--- src/rtl/ps2_pkg.sv ---
// Shared PS/2 definitions: FSM encoding, error codes, common command bytes.
package ps2_pkg;

  typedef enum logic [2:0] {
    IDLE,
    INHIBIT,
    RTS,
    SHIFT,
    ACK,
    WAIT_IDLE
  } ps2_state_t;

  localparam logic [1:0] ERR_NONE    = 2'd0;
  localparam logic [1:0] ERR_TIMEOUT = 2'd1;
  localparam logic [1:0] ERR_NOACK   = 2'd2;

  localparam logic [7:0] CMD_SET_LED = 8'hED;
  localparam logic [7:0] CMD_RESET   = 8'hFF;
  localparam logic [7:0] CMD_ENABLE  = 8'hF4;

  // Odd parity bit: makes the total count of ones over data+parity odd.
  function automatic logic odd_parity(input logic [7:0] d);
    return ~^d;
  endfunction

endpackage

--- src/rtl/ps2_line_sync.sv ---
// Two-flop synchronizer for the PS/2 clock and data pins plus a falling-edge
// detector on the clock. Idle lines are high, so all stages reset to 1.
module ps2_line_sync (
  input  logic clk_i,
  input  logic rst_i,
  input  logic ps2_clk_i,
  input  logic ps2_data_i,
  output logic clk_s_o,
  output logic data_s_o,
  output logic clk_fall_o
);

  logic [1:0] clk_meta_q;
  logic [1:0] data_meta_q;
  logic       clk_prev_q;

  // Synchronizer chains and previous-clock register for edge detection.
  always_ff @(posedge clk_i) begin
    if (rst_i) begin
      clk_meta_q  <= 2'b11;
      data_meta_q <= 2'b11;
      clk_prev_q  <= 1'b1;
    end else begin
      clk_meta_q  <= {clk_meta_q[0], ps2_clk_i};
      data_meta_q <= {data_meta_q[0], ps2_data_i};
      clk_prev_q  <= clk_meta_q[1];
    end
  end

  assign clk_s_o    = clk_meta_q[1];
  assign data_s_o   = data_meta_q[1];
  assign clk_fall_o = clk_prev_q & ~clk_meta_q[1];

endmodule

--- src/rtl/ps2_host_tx.sv ---
// Host-to-device PS/2 byte transmitter with open-drain pull-low enables,
// device-clock watchdog and ACK check. All outputs are registered.
module ps2_host_tx
  import ps2_pkg::*;
#(
  parameter int INHIBIT_CYCLES = 12000,
  parameter int FIRST_TIMEOUT  = 1500000,
  parameter int BIT_TIMEOUT    = 200000
) (
  input  logic       CLK,
  input  logic       RESET,
  input  logic [7:0] TX_DATA,
  input  logic       TX_START,
  input  logic       PS2_CLK_IN,
  input  logic       PS2_DATA_IN,
  output logic       PS2_CLK_OE,
  output logic       PS2_DATA_OE,
  output logic       TX_BUSY,
  output logic       TX_DONE,
  output logic       TX_ERR,
  output logic [1:0] ERR_CODE
);

  localparam int IN_W = $clog2(INHIBIT_CYCLES + 1);
  localparam int WD_W = $clog2(FIRST_TIMEOUT + 1);
  localparam logic [IN_W-1:0] INH_LAST   = IN_W'(INHIBIT_CYCLES - 1);
  localparam logic [IN_W-1:0] INH_PRE    = IN_W'(INHIBIT_CYCLES - 2);
  localparam logic [WD_W-1:0] FIRST_LAST = WD_W'(FIRST_TIMEOUT - 1);
  localparam logic [WD_W-1:0] BIT_LAST   = WD_W'(BIT_TIMEOUT - 1);

  // Watchdog counter increment that sticks at all-ones instead of wrapping.
  function automatic logic [WD_W-1:0] sat_inc(input logic [WD_W-1:0] v);
    return (v == {WD_W{1'b1}}) ? v : v + 1'b1;
  endfunction

  logic clk_s, data_s, clk_fall;

  ps2_line_sync u_sync (
    .clk_i      (CLK),
    .rst_i      (RESET),
    .ps2_clk_i  (PS2_CLK_IN),
    .ps2_data_i (PS2_DATA_IN),
    .clk_s_o    (clk_s),
    .data_s_o   (data_s),
    .clk_fall_o (clk_fall)
  );

  ps2_state_t      state_q, state_d;
  logic [8:0]      shift_q, shift_d;
  logic [3:0]      bit_q, bit_d;
  logic [IN_W-1:0] inh_q, inh_d;
  logic [WD_W-1:0] wdog_q, wdog_d;
  logic            clk_oe_q, clk_oe_d;
  logic            data_oe_q, data_oe_d;
  logic            busy_q, busy_d;
  logic            ack_q, ack_d;
  logic            done_q, done_d;
  logic            err_q, err_d;
  logic [1:0]      code_q, code_d;
  logic            watch, timeout;
  logic [WD_W-1:0] wd_lim;

  // State and datapath registers.
  always_ff @(posedge CLK) begin
    if (RESET) begin
      state_q   <= IDLE;
      shift_q   <= '0;
      bit_q     <= '0;
      inh_q     <= '0;
      wdog_q    <= '0;
      clk_oe_q  <= 1'b0;
      data_oe_q <= 1'b0;
      busy_q    <= 1'b0;
      ack_q     <= 1'b0;
      done_q    <= 1'b0;
      err_q     <= 1'b0;
      code_q    <= ERR_NONE;
    end else begin
      state_q   <= state_d;
      shift_q   <= shift_d;
      bit_q     <= bit_d;
      inh_q     <= inh_d;
      wdog_q    <= wdog_d;
      clk_oe_q  <= clk_oe_d;
      data_oe_q <= data_oe_d;
      busy_q    <= busy_d;
      ack_q     <= ack_d;
      done_q    <= done_d;
      err_q     <= err_d;
      code_q    <= code_d;
    end
  end

  // Next-state logic: watchdog first, then per-state sequencing, timeout overrides last.
  always_comb begin
    state_d   = state_q;
    shift_d   = shift_q;
    bit_d     = bit_q;
    inh_d     = inh_q;
    wdog_d    = wdog_q;
    clk_oe_d  = clk_oe_q;
    data_oe_d = data_oe_q;
    busy_d    = busy_q;
    ack_d     = ack_q;
    done_d    = 1'b0;
    err_d     = 1'b0;
    code_d    = code_q;
    timeout   = 1'b0;

    // Before the first device edge the long limit applies, afterwards the per-bit one.
    wd_lim = (state_q == RTS) ? FIRST_LAST : BIT_LAST;
    watch  = (state_q == RTS) || (state_q == SHIFT) ||
             (state_q == ACK) || (state_q == WAIT_IDLE);
    if (watch) begin
      if (clk_fall)               wdog_d  = '0;
      else if (wdog_q >= wd_lim)  timeout = 1'b1;
      else                        wdog_d  = sat_inc(wdog_q);
    end

    case (state_q)
      IDLE: begin
        if (TX_START) begin
          state_d   = INHIBIT;
          shift_d   = {odd_parity(TX_DATA), TX_DATA};
          bit_d     = '0;
          inh_d     = '0;
          wdog_d    = '0;
          clk_oe_d  = 1'b1;
          data_oe_d = 1'b0;
          busy_d    = 1'b1;
          ack_d     = 1'b0;
          code_d    = ERR_NONE;
        end
      end
      INHIBIT: begin
        inh_d = inh_q + 1'b1;
        // Start bit goes low in the final inhibit cycle, just before clock release.
        if (inh_q == INH_PRE) data_oe_d = 1'b1;
        if (inh_q == INH_LAST) begin
          state_d  = RTS;
          clk_oe_d = 1'b0;
          wdog_d   = '0;
        end
      end
      RTS: begin
        if (clk_fall) begin
          state_d   = SHIFT;
          bit_d     = 4'd1;
          data_oe_d = ~shift_q[0];
          shift_d   = {1'b0, shift_q[8:1]};
        end
      end
      SHIFT: begin
        if (clk_fall) begin
          bit_d = bit_q + 4'd1;
          if (bit_q == 4'd9) begin
            data_oe_d = 1'b0;
            state_d   = ACK;
          end else begin
            data_oe_d = ~shift_q[0];
            shift_d   = {1'b0, shift_q[8:1]};
          end
        end
      end
      ACK: begin
        if (clk_fall) begin
          bit_d   = bit_q + 4'd1;
          ack_d   = ~data_s;
          state_d = WAIT_IDLE;
        end
      end
      WAIT_IDLE: begin
        if (clk_s && data_s) begin
          state_d = IDLE;
          busy_d  = 1'b0;
          done_d  = ack_q;
          err_d   = ~ack_q;
          code_d  = ack_q ? ERR_NONE : ERR_NOACK;
        end
      end
      default: state_d = IDLE;
    endcase

    if (timeout) begin
      state_d   = IDLE;
      clk_oe_d  = 1'b0;
      data_oe_d = 1'b0;
      busy_d    = 1'b0;
      done_d    = 1'b0;
      err_d     = 1'b1;
      code_d    = ERR_TIMEOUT;
    end
  end

  assign PS2_CLK_OE  = clk_oe_q;
  assign PS2_DATA_OE = data_oe_q;
  assign TX_BUSY     = busy_q;
  assign TX_DONE     = done_q;
  assign TX_ERR      = err_q;
  assign ERR_CODE    = code_q;

endmodule

--- config.mk ---
export PLATFORM = sky130hd
export DESIGN_NAME = ps2_host_tx
export DESIGN_NICKNAME = d
export VERILOG_FILES = /design/src/rtl/ps2_pkg.sv /design/src/rtl/ps2_line_sync.sv /design/src/rtl/ps2_host_tx.sv
export SDC_FILE = /design/constraint.sdc
export NUM_CORES = 1
export LEC_CHECK = 0
export CORE_MARGIN = 5
export CORE_UTILIZATION = 55
export CTS_CLUSTER_DIAMETER = 80
export DETAILED_ROUTE_END_ITERATION = 8
export MAX_ROUTING_LAYER = met4
export PLACE_DENSITY = 0.77
export SYNTH_ARGS = -nofsm -noshare
export SYNTH_HDL_FRONTEND = slang
export SYNTH_SLANG_ARGS = --single-unit
--- constraint.sdc ---
create_clock -name CLK -period 7.2 [get_ports CLK]
set_input_delay 1.08 -clock CLK [delete_from_list [all_inputs] [get_ports CLK]]
set_output_delay 1.08 -clock CLK [all_outputs]
set_load 0.01 [all_outputs]
==> flow_metrics.py, run 1 <==
metrics = {
    "hold_path": {
        "hp-class": "reg -> reg",
        "min_from": "u_sync.data_meta_q[0]$_SDFF_PP1_",
        "hold_end": "u_sync.data_meta_q[1]$_SDFF_PP1_",
        "hold_depth": 1,
    },
    "clock_tree": {
        "ctsResizeCount": 0,
        "clock_latency_ns": 0.35,
        "cts_post_setup_buffers_inserted": 0,
        "h-tree-depth": 3,
        "clk_pin_slew_worst_paths_ns": 0.07,
        "cts_root_buf": "clkbuf_8",
        "cts_buffer_depth": 2,
        "cts_hold_buf": 0,
        "cts_sinks": 64,
        "cts_tree": "yes",
        "cts_buffers": 9,
    },
    "timing": {
        "drv_slew": 0,
        "fin_crit_ns": 4.351,
        "maxSlewHeadroom_pct": 20.62,
        "tightest_slew_ns": 1.187,
        "fmax_ghz": 0.2298,
        "finalSetupTns_ns": 0,
        "post-route-period-util_pct": 60.43,
        "skew_ns": 0.007424,
        "rsz0062_at_grt": "false",
        "setup_viol": 0,
        "finalHoldViolCount": 0,
    },
    "floorplanning": {
        "core_um2": 6241,
        "initial_core_util_pct": 55.73,
        "die_y_um": 89.53,
        "std_cell_rows": 29,
        "ios": 20,
        "die_x_um": 89.53,
        "die_area_um2": 8015,
    },
    "critical_path": {
        "reg2reg_to": "wdog_q[18]$_SDFF_PP0_",
        "reg2reg_depth": 10,
        "critPathKind": "reg -> reg",
        "r2r_setup_slack_ns": 2.85,
        "startpoint": "state_q[2]$_SDFFE_PP0P_",
        "startpoint_type": "register",
        "worstPathArrival_ns": 4.63,
        "end_kind": "register",
        "r2r_start": "state_q[2]$_SDFFE_PP0P_",
        "required_ns": 7.48,
        "worst-path-max-fanout": 39,
    },
    "pwr": {
        "power_leakage_nw": 1.332,
        "powerDensity_nw_per_um2": 197.5,
        "peakVddDrop_mv": 0.1363,
    },
    "finish": {
        "nets": 479,
        "antennaDiodeCount": 0,
        "area_delta_synth_final_pct": 12.27,
        "layout-drive-gt1-share_pct": 6.813,
        "design_area_um2": 3905,
    },
    "synth": {
        "netlist_instances": 441,
        "synthesis.area_um2": 3478,
        "synth_xor_area_share_pct": 2.518,
        "synth_top_area_share_pct": 36.83,
        "synth-compound-area-share_pct": 21.44,
        "synth_nets": 470,
        "synth_area_leaders": "dfxtp_1, ha_1, nand2_1",
        "yosys.area.top_type": "dfxtp_1",
        "synth_top_family_by_area": "simple AND/OR/NAND/NOR gates",
        "ys.flop_type": "dfxtp_1",
        "synth-simple-area-share_pct": 28.45,
        "syn_avg_cell_area_um2": 7.887,
        "synthArstFlopShare_pct": 0,
        "synth_cell_types": 52,
        "synth_seq_cells": 64,
        "synth_edf_count": 0,
        "synth-warning-count": 0,
        "synthAdderAreaFrac_pct": 5.755,
        "synthMuxAreaShare_pct": 1.223,
        "seq_area_frac_synth_pct": 36.83,
    },
    "detailed_routing": {
        "route.vias.total": 3206,
        "routed_wl_mm": 7.745,
        "dr.pass1.iters": 4,
        "post-route-drc-count": 0,
        "wl_per_cell_um": 14.56,
        "dr.first_iter.drc_count": 205,
        "ant_nets": 0,
        "routed_via_density": 6.026,
    },
    "place": {
        "hpwl_mm": 5.361,
        "placed_area_um2": 3686,
        "port_buffers": 19,
        "gp_congestion": 0.8974,
    },
    "outcome": {
        "outcome": "finished clean",
    },
    "global_route": {
        "grt_pass1_wl_mm": 13.38,
        "grt_max_degree": 40,
        "grt_usage_pct": 21.84,
        "antenna_found_initial": 0,
        "grt_pass1_vias": 2837,
        "grt-ovfl-total": 0,
    },
    "flow_run": {
        "drv_cap": 0,
    },
}
cell usage in the layout, fill, tap and decap left out, drive strengths merged, types with 12 or more instances in the layout:
| cell type | n |
|---|---|
| dfxtp | 64 |
| nand2 | 52 |
| nor2 | 46 |
| a21oi | 36 |
| nand3 | 28 |
| o21ai | 22 |
| clkdlybuf4s50 | 19 |
| ha | 16 |
| or4 | 12 |
| or2 | 12 |
worst max path at each step:
stage / slack (ns) / depth (start not counted) / endpoint
detailed placement: 2.85 / 10 / wdog_q[8]$_SDFF_PP0_
floorplan: 4.19 / 12 / wdog_q[18]$_SDFF_PP0_
finish: 2.85 / 10 / wdog_q[18]$_SDFF_PP0_
global route: 2.33 / 10 / wdog_q[9]$_SDFF_PP0_
CTS: 2.84 / 10 / wdog_q[18]$_SDFF_PP0_
global placement: 3.06 / 8 / wdog_q[8]$_SDFF_PP0_
sequential cells by signal, summed over array words and instances, names as in the netlist, 2 cells and up:
| name | flops |
|---|---|
| wdog_q | 21 |
| ERR_CODE | 2 |
| state_q | 3 |
| shift_q | 9 |
| bit_q | 4 |
| inh_q | 14 |
| u_sync.data_meta_q | 2 |
| u_sync.clk_meta_q | 2 |
power breakdown:
group	total (mW)	switching (mW)	internal (mW)
sequential	0.369	0.00650	0.363
clock	0.342	0.146	0.195
combinational	0.0606	0.0343	0.0264
layout make-up:
cell class	count	area [um2]
Clock buffer	9	123.9
Clock inverter	7	95.09
Fill cell	548	2336
Inverter	10	37.54
Multi-Input combinational cell	344	2066
Sequential cell	64	1281
Tap cell	77	96.34
Timing Repair Buffer	21	205.2
per-stage QoR:
stage / std cells / hold slack [ns] / power (mW) / setup WS, ns / util [%]
after floorplan: 441 / 0.3895 / 0.4167 / 4.188 / -
after global placement: 516 / 0.3913 / 0.4360 / 3.063 / 59.06
after detailed placement: 516 / 0.3992 / 0.4373 / 2.846 / 59.06
after CTS: 532 / 0.4160 / 0.7770 / 2.839 / 62.57
after global routing: 532 / 0.4255 / 0.8038 / 2.334 / 62.57
final: 532 / 0.4133 / 0.7714 / 2.849 / 62.57
critical path: stages (launching register included):
cell	delay, ns
dfxtp_1	0.73
nor2_1	0.15
nand2_1	0.28
inv_1	0.18
ha_1	0.22
a2111oi_2	0.33
o21ai_1	0.13
a2111oi_2	0.40
nand3_1	0.88
or4_1	0.81
a21oi_1	0.15
cell families (layout without fill, tap and decap cells):
family,Yosys count,count (layout)
AOI/OAI and AO/OA,114,114
xor gates and xnor gates,10,10
adders and majority gates,16,16
buffers and inverters,33,47
DFF,64,64
muxes,4,4
and+or+nand+nor,200,200
synthesized netlist by cell type (all sizes together), types with 9 or more instances:
cell type and n:
nand2 52, inv 10, a311oi 9, o21ai 22, or3 11, clkbuf 17, nor2 46, or2 12
o31ai 11, nand3 28, ha 16, nor3 9, dfxtp 64, or4 12, a21oi 36
metal layers:
layer	wire length, um	share of wire, %	vias up	GRT usage, %
met1	3668	47	1469	29.06
li1	-	-	1627	-
met3	458	5.9	17	4.424
met4	144	1.9	0	9.202
met2	3473	45	93	32.15
met5	0	0	-	-
Power figures use the tool's default switching activity.
==> run 2, diff against run 1 <==
==> constraint.sdc (replaced) <==
create_clock -name CLK -period 4.2 [get_ports CLK]
set_input_delay 0.63 -clock CLK [delete_from_list [all_inputs] [get_ports CLK]]
set_output_delay 0.63 -clock CLK [all_outputs]
set_load 0.01 [all_outputs]
==> flow_metrics.py, run 2 (synthesis results as in run 1) <==
metrics = {
    "clock_tree": {
        "h-tree-depth": 3,
        "clk_pin_slew_worst_paths_ns": 0.07,
        "cts_root_buf": "clkbuf_8",
        "clock_latency_ns": 0.34,
        "ctsResizeCount": 0,
        "cts_tree": "yes",
        "cts_sinks": 64,
        "cts_hold_buf": 0,
        "cts_post_setup_buffers_inserted": 0,
        "cts_buffers": 9,
        "cts_buffer_depth": 2,
    },
    "timing": {
        "finalHoldViolCount": 0,
        "maxSlewHeadroom_pct": 20.71,
        "holdWs_ns": 0.4097,
        "fmax_ghz": 0.2739,
        "tightest_slew_ns": 1.181,
        "fin_crit_ns": 3.651,
        "skew_ns": 0.009410,
        "rsz0062_at_grt": "false",
        "drv_slew": 0,
        "final.setup.worst_slack_ns": 0.5490,
        "post-route-period-util_pct": 86.93,
        "finalSetupTns_ns": 0,
        "setup_viol": 0,
    },
    "detailed_routing": {
        "ant_nets": 0,
        "routed_via_density": 6.039,
        "post-route-drc-count": 0,
        "wl_per_cell_um": 14.22,
        "routed-wl-met3_um": 295,
        "m1WireLength_mm": 3.576,
        "wl_met2_mm": 3.695,
        "routed_wl_mm": 7.667,
        "route.vias.total": 3255,
        "dr.pass1.iters": 4,
        "dr.first_iter.drc_count": 239,
        "top_layer_used": "met4",
    },
    "global_route": {
        "grt_pass1_wl_mm": 13.38,
        "grt-ovfl-total": 0,
        "antenna_found_initial": 0,
        "grt_max_degree": 37,
        "grt_usage_pct": 21.58,
        "grt_pass1_vias": 2986,
    },
    "place": {
        "gp_congestion": 0.9192,
        "hpwl_mm": 5.502,
        "place_ws_ns": 0.5503,
        "port_buffers": 19,
        "dp_cells": 523,
        "placed_area_um2": 3739,
    },
    "finish": {
        "area_delta_synth_final_pct": 13.20,
        "layout.cells.non_filler": 539,
        "nFillCells": 550,
        "top_register": "wdog_q",
        "final_common_cell": "dfxtp_1",
        "design_area_um2": 3938,
        "nets": 486,
        "final_core_utilization_pct": 63.09,
        "largest_registers": "wdog_q x21, inh_q x14, shift_q x9",
        "largest_reg_flops": 21,
        "layout-drive-gt1-share_pct": 7.792,
        "antennaDiodeCount": 0,
        "layout_common_cells": "dfxtp_1, nand2_1, nor2_1",
    },
    "floorplanning": {
        "std_cell_rows": 29,
        "die_x_um": 89.53,
        "ios": 20,
        "die_y_um": 89.53,
        "core_um2": 6241,
        "die_area_um2": 8015,
        "initial_core_util_pct": 55.73,
    },
    "hold_path": {
        "hold_end": "u_sync.clk_meta_q[1]$_SDFF_PP1_",
        "min_from": "u_sync.clk_meta_q[0]$_SDFF_PP1_",
        "hold_depth": 1,
        "hp-class": "reg -> reg",
    },
    "pwr": {
        "powerDensity_nw_per_um2": 322.6,
        "peakVddDrop_mv": 0.2321,
        "power_leakage_nw": 1.360,
        "power_mw": 1.270,
    },
    "critical_path": {
        "r2r_start": "state_q[0]$_SDFFE_PP0P_",
        "worstPathArrival_ns": 3.91,
        "startpoint_type": "register",
        "critPathKind": "reg -> reg",
        "r2r_setup_slack_ns": 0.55,
        "required_ns": 4.46,
        "startpoint": "state_q[0]$_SDFFE_PP0P_",
        "end_kind": "register",
        "reg2reg_to": "wdog_q[3]$_SDFF_PP0_",
        "reg2reg_depth": 10,
        "worst-path-max-fanout": 25,
    },
    "flow_run": {
        "drv_cap": 0,
    },
    "outcome": {
        "outcome": "finished clean",
    },
}
-- run 2: changes by cell type in the layout (fill, tap and decap cells not counted), sizes merged --
| cell | change |
|---|---|
| inv | -1 |
| clkinvlp | -1 |
| clkbuf | +4 |
| clkinv | -1 |
| bufinv | -1 |
| buf | +7 |
-- run 2: worst max path at each step --
stage	end	slack, ns	cells after the start
after floorplan	wdog_q[18]$_SDFF_PP0_	1.19	12
after global placement	wdog_q[12]$_SDFF_PP0_	0.72	10
after detailed placement	wdog_q[3]$_SDFF_PP0_	0.55	10
after CTS	wdog_q[3]$_SDFF_PP0_	0.55	10
after global routing	wdog_q[3]$_SDFF_PP0_	0.22	10
final	wdog_q[3]$_SDFF_PP0_	0.55	10
-- run 2: layout make-up --
class,count,area (um2),area share (%)
sequential,64,1281,32.54
tap,77,96.34,2.447
clock inverter,3,40.04,1.017
multi-input combinational,344,2066,52.46
clock buffer,13,158.9,4.036
timing repair buffer,28,257.7,6.546
inverter,10,37.54,0.9533
-- run 2: metal layers --
metal	up-vias	track usage, %
met1	1541	27.47
met2	67	34.29
met3	11	4.700
met5	-	-
li1	1636	-
met4	0	6.495
-- run 2: where the power goes --
part	internal [mW]	switching, mW
Sequential	0.622	0.00856
Combinational	0.0470	0.0608
Clock	0.305	0.227
-- run 2: critical path, cell delays in order (launching register included) --
cell and delay, ns:
dfxtp_1 0.31, nor2_1 0.21, nand2_1 0.25, ha_1 0.37, a2111oi_2 0.34, o21ai_1 0.13
a2111oi_2 0.41, nand3_1 0.64, buf_4 0.42, or3_1 0.35, a21oi_1 0.16
==> run 3, diff against run 2 <==
--- a/config.mk
+++ b/config.mk
@@ -5,6 +5,7 @@
 export SDC_FILE = /design/constraint.sdc
 export NUM_CORES = 1
 export LEC_CHECK = 0
+export ABC_AREA = 1
 export CORE_MARGIN = 5
 export CORE_UTILIZATION = 55
 export CTS_CLUSTER_DIAMETER = 80
==> flow_metrics.py, run 3 <==
metrics = {
    "timing": {
        "fin_crit_ns": 2.864,
        "fmax_ghz": 0.3492,
        "post-route-period-util_pct": 68.18,
        "finalHoldViolCount": 0,
        "holdWs_ns": 0.4182,
        "final.setup.worst_slack_ns": 1.336,
        "rsz0062_at_grt": "false",
        "drv_slew": 0,
        "finalSetupTns_ns": 0,
        "skew_ns": 0.008527,
        "setup_viol": 0,
        "maxSlewHeadroom_pct": 59.52,
        "tightest_slew_ns": 0.6066,
    },
    "global_route": {
        "grt_pass1_wl_mm": 13.52,
        "antenna_found_initial": 0,
        "grt-ovfl-total": 0,
        "globalRouteMet3Util_pct": 3.589,
        "grt_use_met2_pct": 33.41,
        "grt_max_degree": 21,
        "use_met1_pct": 23.98,
        "grt_busiest_layer": "met2",
        "grt_usage_pct": 20.20,
        "grt_pass1_vias": 3126,
    },
    "finish": {
        "largest_registers": "wdog_q x21, inh_q x14, shift_q x9",
        "largest_reg_flops": 21,
        "final_core_utilization_pct": 62.97,
        "layout_common_cells": "nand2_1, dfxtp_1, nor2_1",
        "layout-drive-gt1-share_pct": 9.328,
        "area_delta_synth_final_pct": 12.94,
        "final_common_cell": "nand2_1",
        "nets": 561,
        "antennaDiodeCount": 0,
        "nFillCells": 600,
        "design_area_um2": 3953,
        "top_register": "wdog_q",
    },
    "clock_tree": {
        "cts_tree": "yes",
        "cts_buffers": 9,
        "ctsResizeCount": 0,
        "clk_pin_slew_worst_paths_ns": 0.07,
        "h-tree-depth": 3,
        "cts_hold_buf": 0,
        "clock_latency_ns": 0.35,
        "cts_sinks": 64,
        "cts_buffer_depth": 2,
        "cts_root_buf": "clkbuf_8",
        "cts_post_setup_buffers_inserted": 0,
    },
    "detailed_routing": {
        "wl_per_cell_um": 12.44,
        "dr.pass1.iters": 5,
        "routed_wl_mm": 7.628,
        "dr.first_iter.drc_count": 198,
        "post-route-drc-count": 0,
        "route.vias.total": 3317,
        "routed_via_density": 5.411,
        "ant_nets": 0,
    },
    "pwr": {
        "powerDensity_nw_per_um2": 472.7,
        "power_leakage_nw": 1.648,
        "peakVddDrop_mv": 0.4137,
    },
    "floorplanning": {
        "die_x_um": 89.77,
        "die_y_um": 89.77,
        "std_cell_rows": 29,
        "ios": 20,
        "core_um2": 6277,
        "die_area_um2": 8058,
        "initial_core_util_pct": 55.75,
    },
    "flow_run": {
        "drv_cap": 0,
    },
    "outcome": {
        "outcome": "finished clean",
    },
    "synth": {
        "synth_edf_count": 0,
        "synth-warning-count": 0,
        "synthArstFlopShare_pct": 0,
        "synth_top_area_share_pct": 36.61,
        "netlist_instances": 508,
        "yosysMostFrequentCell": "nand2_1",
        "syn_avg_cell_area_um2": 6.889,
        "synth_seq_cells": 64,
        "seq_area_frac_synth_pct": 36.61,
        "yosys.area.top_type": "dfxtp_1",
        "synth_cell_types": 39,
        "ys.flop_type": "dfxtp_1",
        "synth_nets": 537,
        "synthTopCellsByCount": "nand2_1, dfxtp_1, nor2_1",
        "synthesis.area_um2": 3500,
        "synth_area_leaders": "dfxtp_1, nand2_1, nor2_1",
    },
    "place": {
        "port_buffers": 19,
        "placed_area_um2": 3761,
        "hpwl_mm": 5.695,
        "place_ws_ns": 1.368,
        "gp_congestion": 0.8950,
    },
    "critical_path": {
        "r2r_setup_slack_ns": 1.34,
        "startpoint_type": "register",
        "startpoint": "state_q[2]$_SDFFE_PP0P_",
        "required_ns": 4.45,
        "r2r_start": "state_q[2]$_SDFFE_PP0P_",
        "end_kind": "register",
        "reg2reg_to": "wdog_q[16]$_SDFF_PP0_",
        "worst-path-max-fanout": 9,
        "worstPathArrival_ns": 3.11,
        "worstSetupEndpoint": "wdog_q[16]$_SDFF_PP0_",
        "critPathKind": "reg -> reg",
        "reg2reg_depth": 17,
    },
    "hold_path": {
        "hp-class": "reg -> reg",
    },
}
run 3: worst min-delay path by stage:
stage,cells after the start,to,startpoint
2_1_floorplan,1,u_sync.clk_meta_q[1]$_SDFF_PP1_,u_sync.clk_meta_q[0]$_SDFF_PP1_
3_3_place_gp,1,u_sync.data_meta_q[1]$_SDFF_PP1_,u_sync.data_meta_q[0]$_SDFF_PP1_
3_5_place_dp,1,u_sync.clk_meta_q[1]$_SDFF_PP1_,u_sync.clk_meta_q[0]$_SDFF_PP1_
4_1_cts,1,u_sync.clk_meta_q[1]$_SDFF_PP1_,u_sync.clk_meta_q[0]$_SDFF_PP1_
5_1_grt,1,u_sync.data_meta_q[1]$_SDFF_PP1_,u_sync.data_meta_q[0]$_SDFF_PP1_
6_report,1,u_sync.clk_meta_q[1]$_SDFF_PP1_,u_sync.clk_meta_q[0]$_SDFF_PP1_
run 3: cells by family after synthesis:
group           share of synthesized area (%)
compound gates                          15.45
xor+xnor                                1.502
fa+ha+maj                               5.720
buf+inv                                 8.116
flops                                   36.61
simple gates                            32.61
run 3: report_power, final:
part | leakage (nW) | switching [mW] | total [mW] | internal, mW
clock | 0.0975 | 0.233 | 0.508 | 0.274
sequential | 0.520 | 0.0548 | 0.746 | 0.691
combinational | 1.03 | 0.420 | 0.614 | 0.195
run 3: worst max-delay path, stage by stage, from the launching register on:
cell and delay (ns):
dfxtp_1 0.34, inv_2 0.08, nand2_1 0.11, nor2_1 0.33, inv_1 0.27, ha_1 0.36, inv_1 0.06, nor2_1 0.04
nand3_1 0.08, nor2_1 0.04, nor2_1 0.15, nand3_1 0.12, nand2_2 0.17, nand4_1 0.18, nor2_1 0.22, nand2_1 0.08
nand2_1 0.06, nor2_1 0.05
run 3: area by class of cell:
type,count,area [um2],share of cell area [%]
well taps,77,96.34,2.437
repair buffers,21,205.2,5.192
clock buffers,13,178.9,4.527
clock inverters,2,12.51,0.3166
multi-input cells,371,1934,48.94
flip-flops and latches,64,1281,32.42
inverters,65,244.0,6.173
run 3: metal layers:
metal / vias to the layer above / part of all wire [%]
li1: 1722 / -
met1: 1498 / 45
met2: 84 / 49
met3: 13 / 5.2
met4: 0 / 1.5
met5: - / 0
run 3: stage by stage:
| step | cells | power (mW) |
|---|---|---|
| 2_1_floorplan | 508 | 1.224 |
| 3_3_place_gp | 598 | 1.354 |
| 3_5_place_dp | 598 | 1.366 |
| 4_1_cts | 613 | 1.870 |
| 5_1_grt | 613 | 2.015 |
| 6_report | 613 | 1.868 |
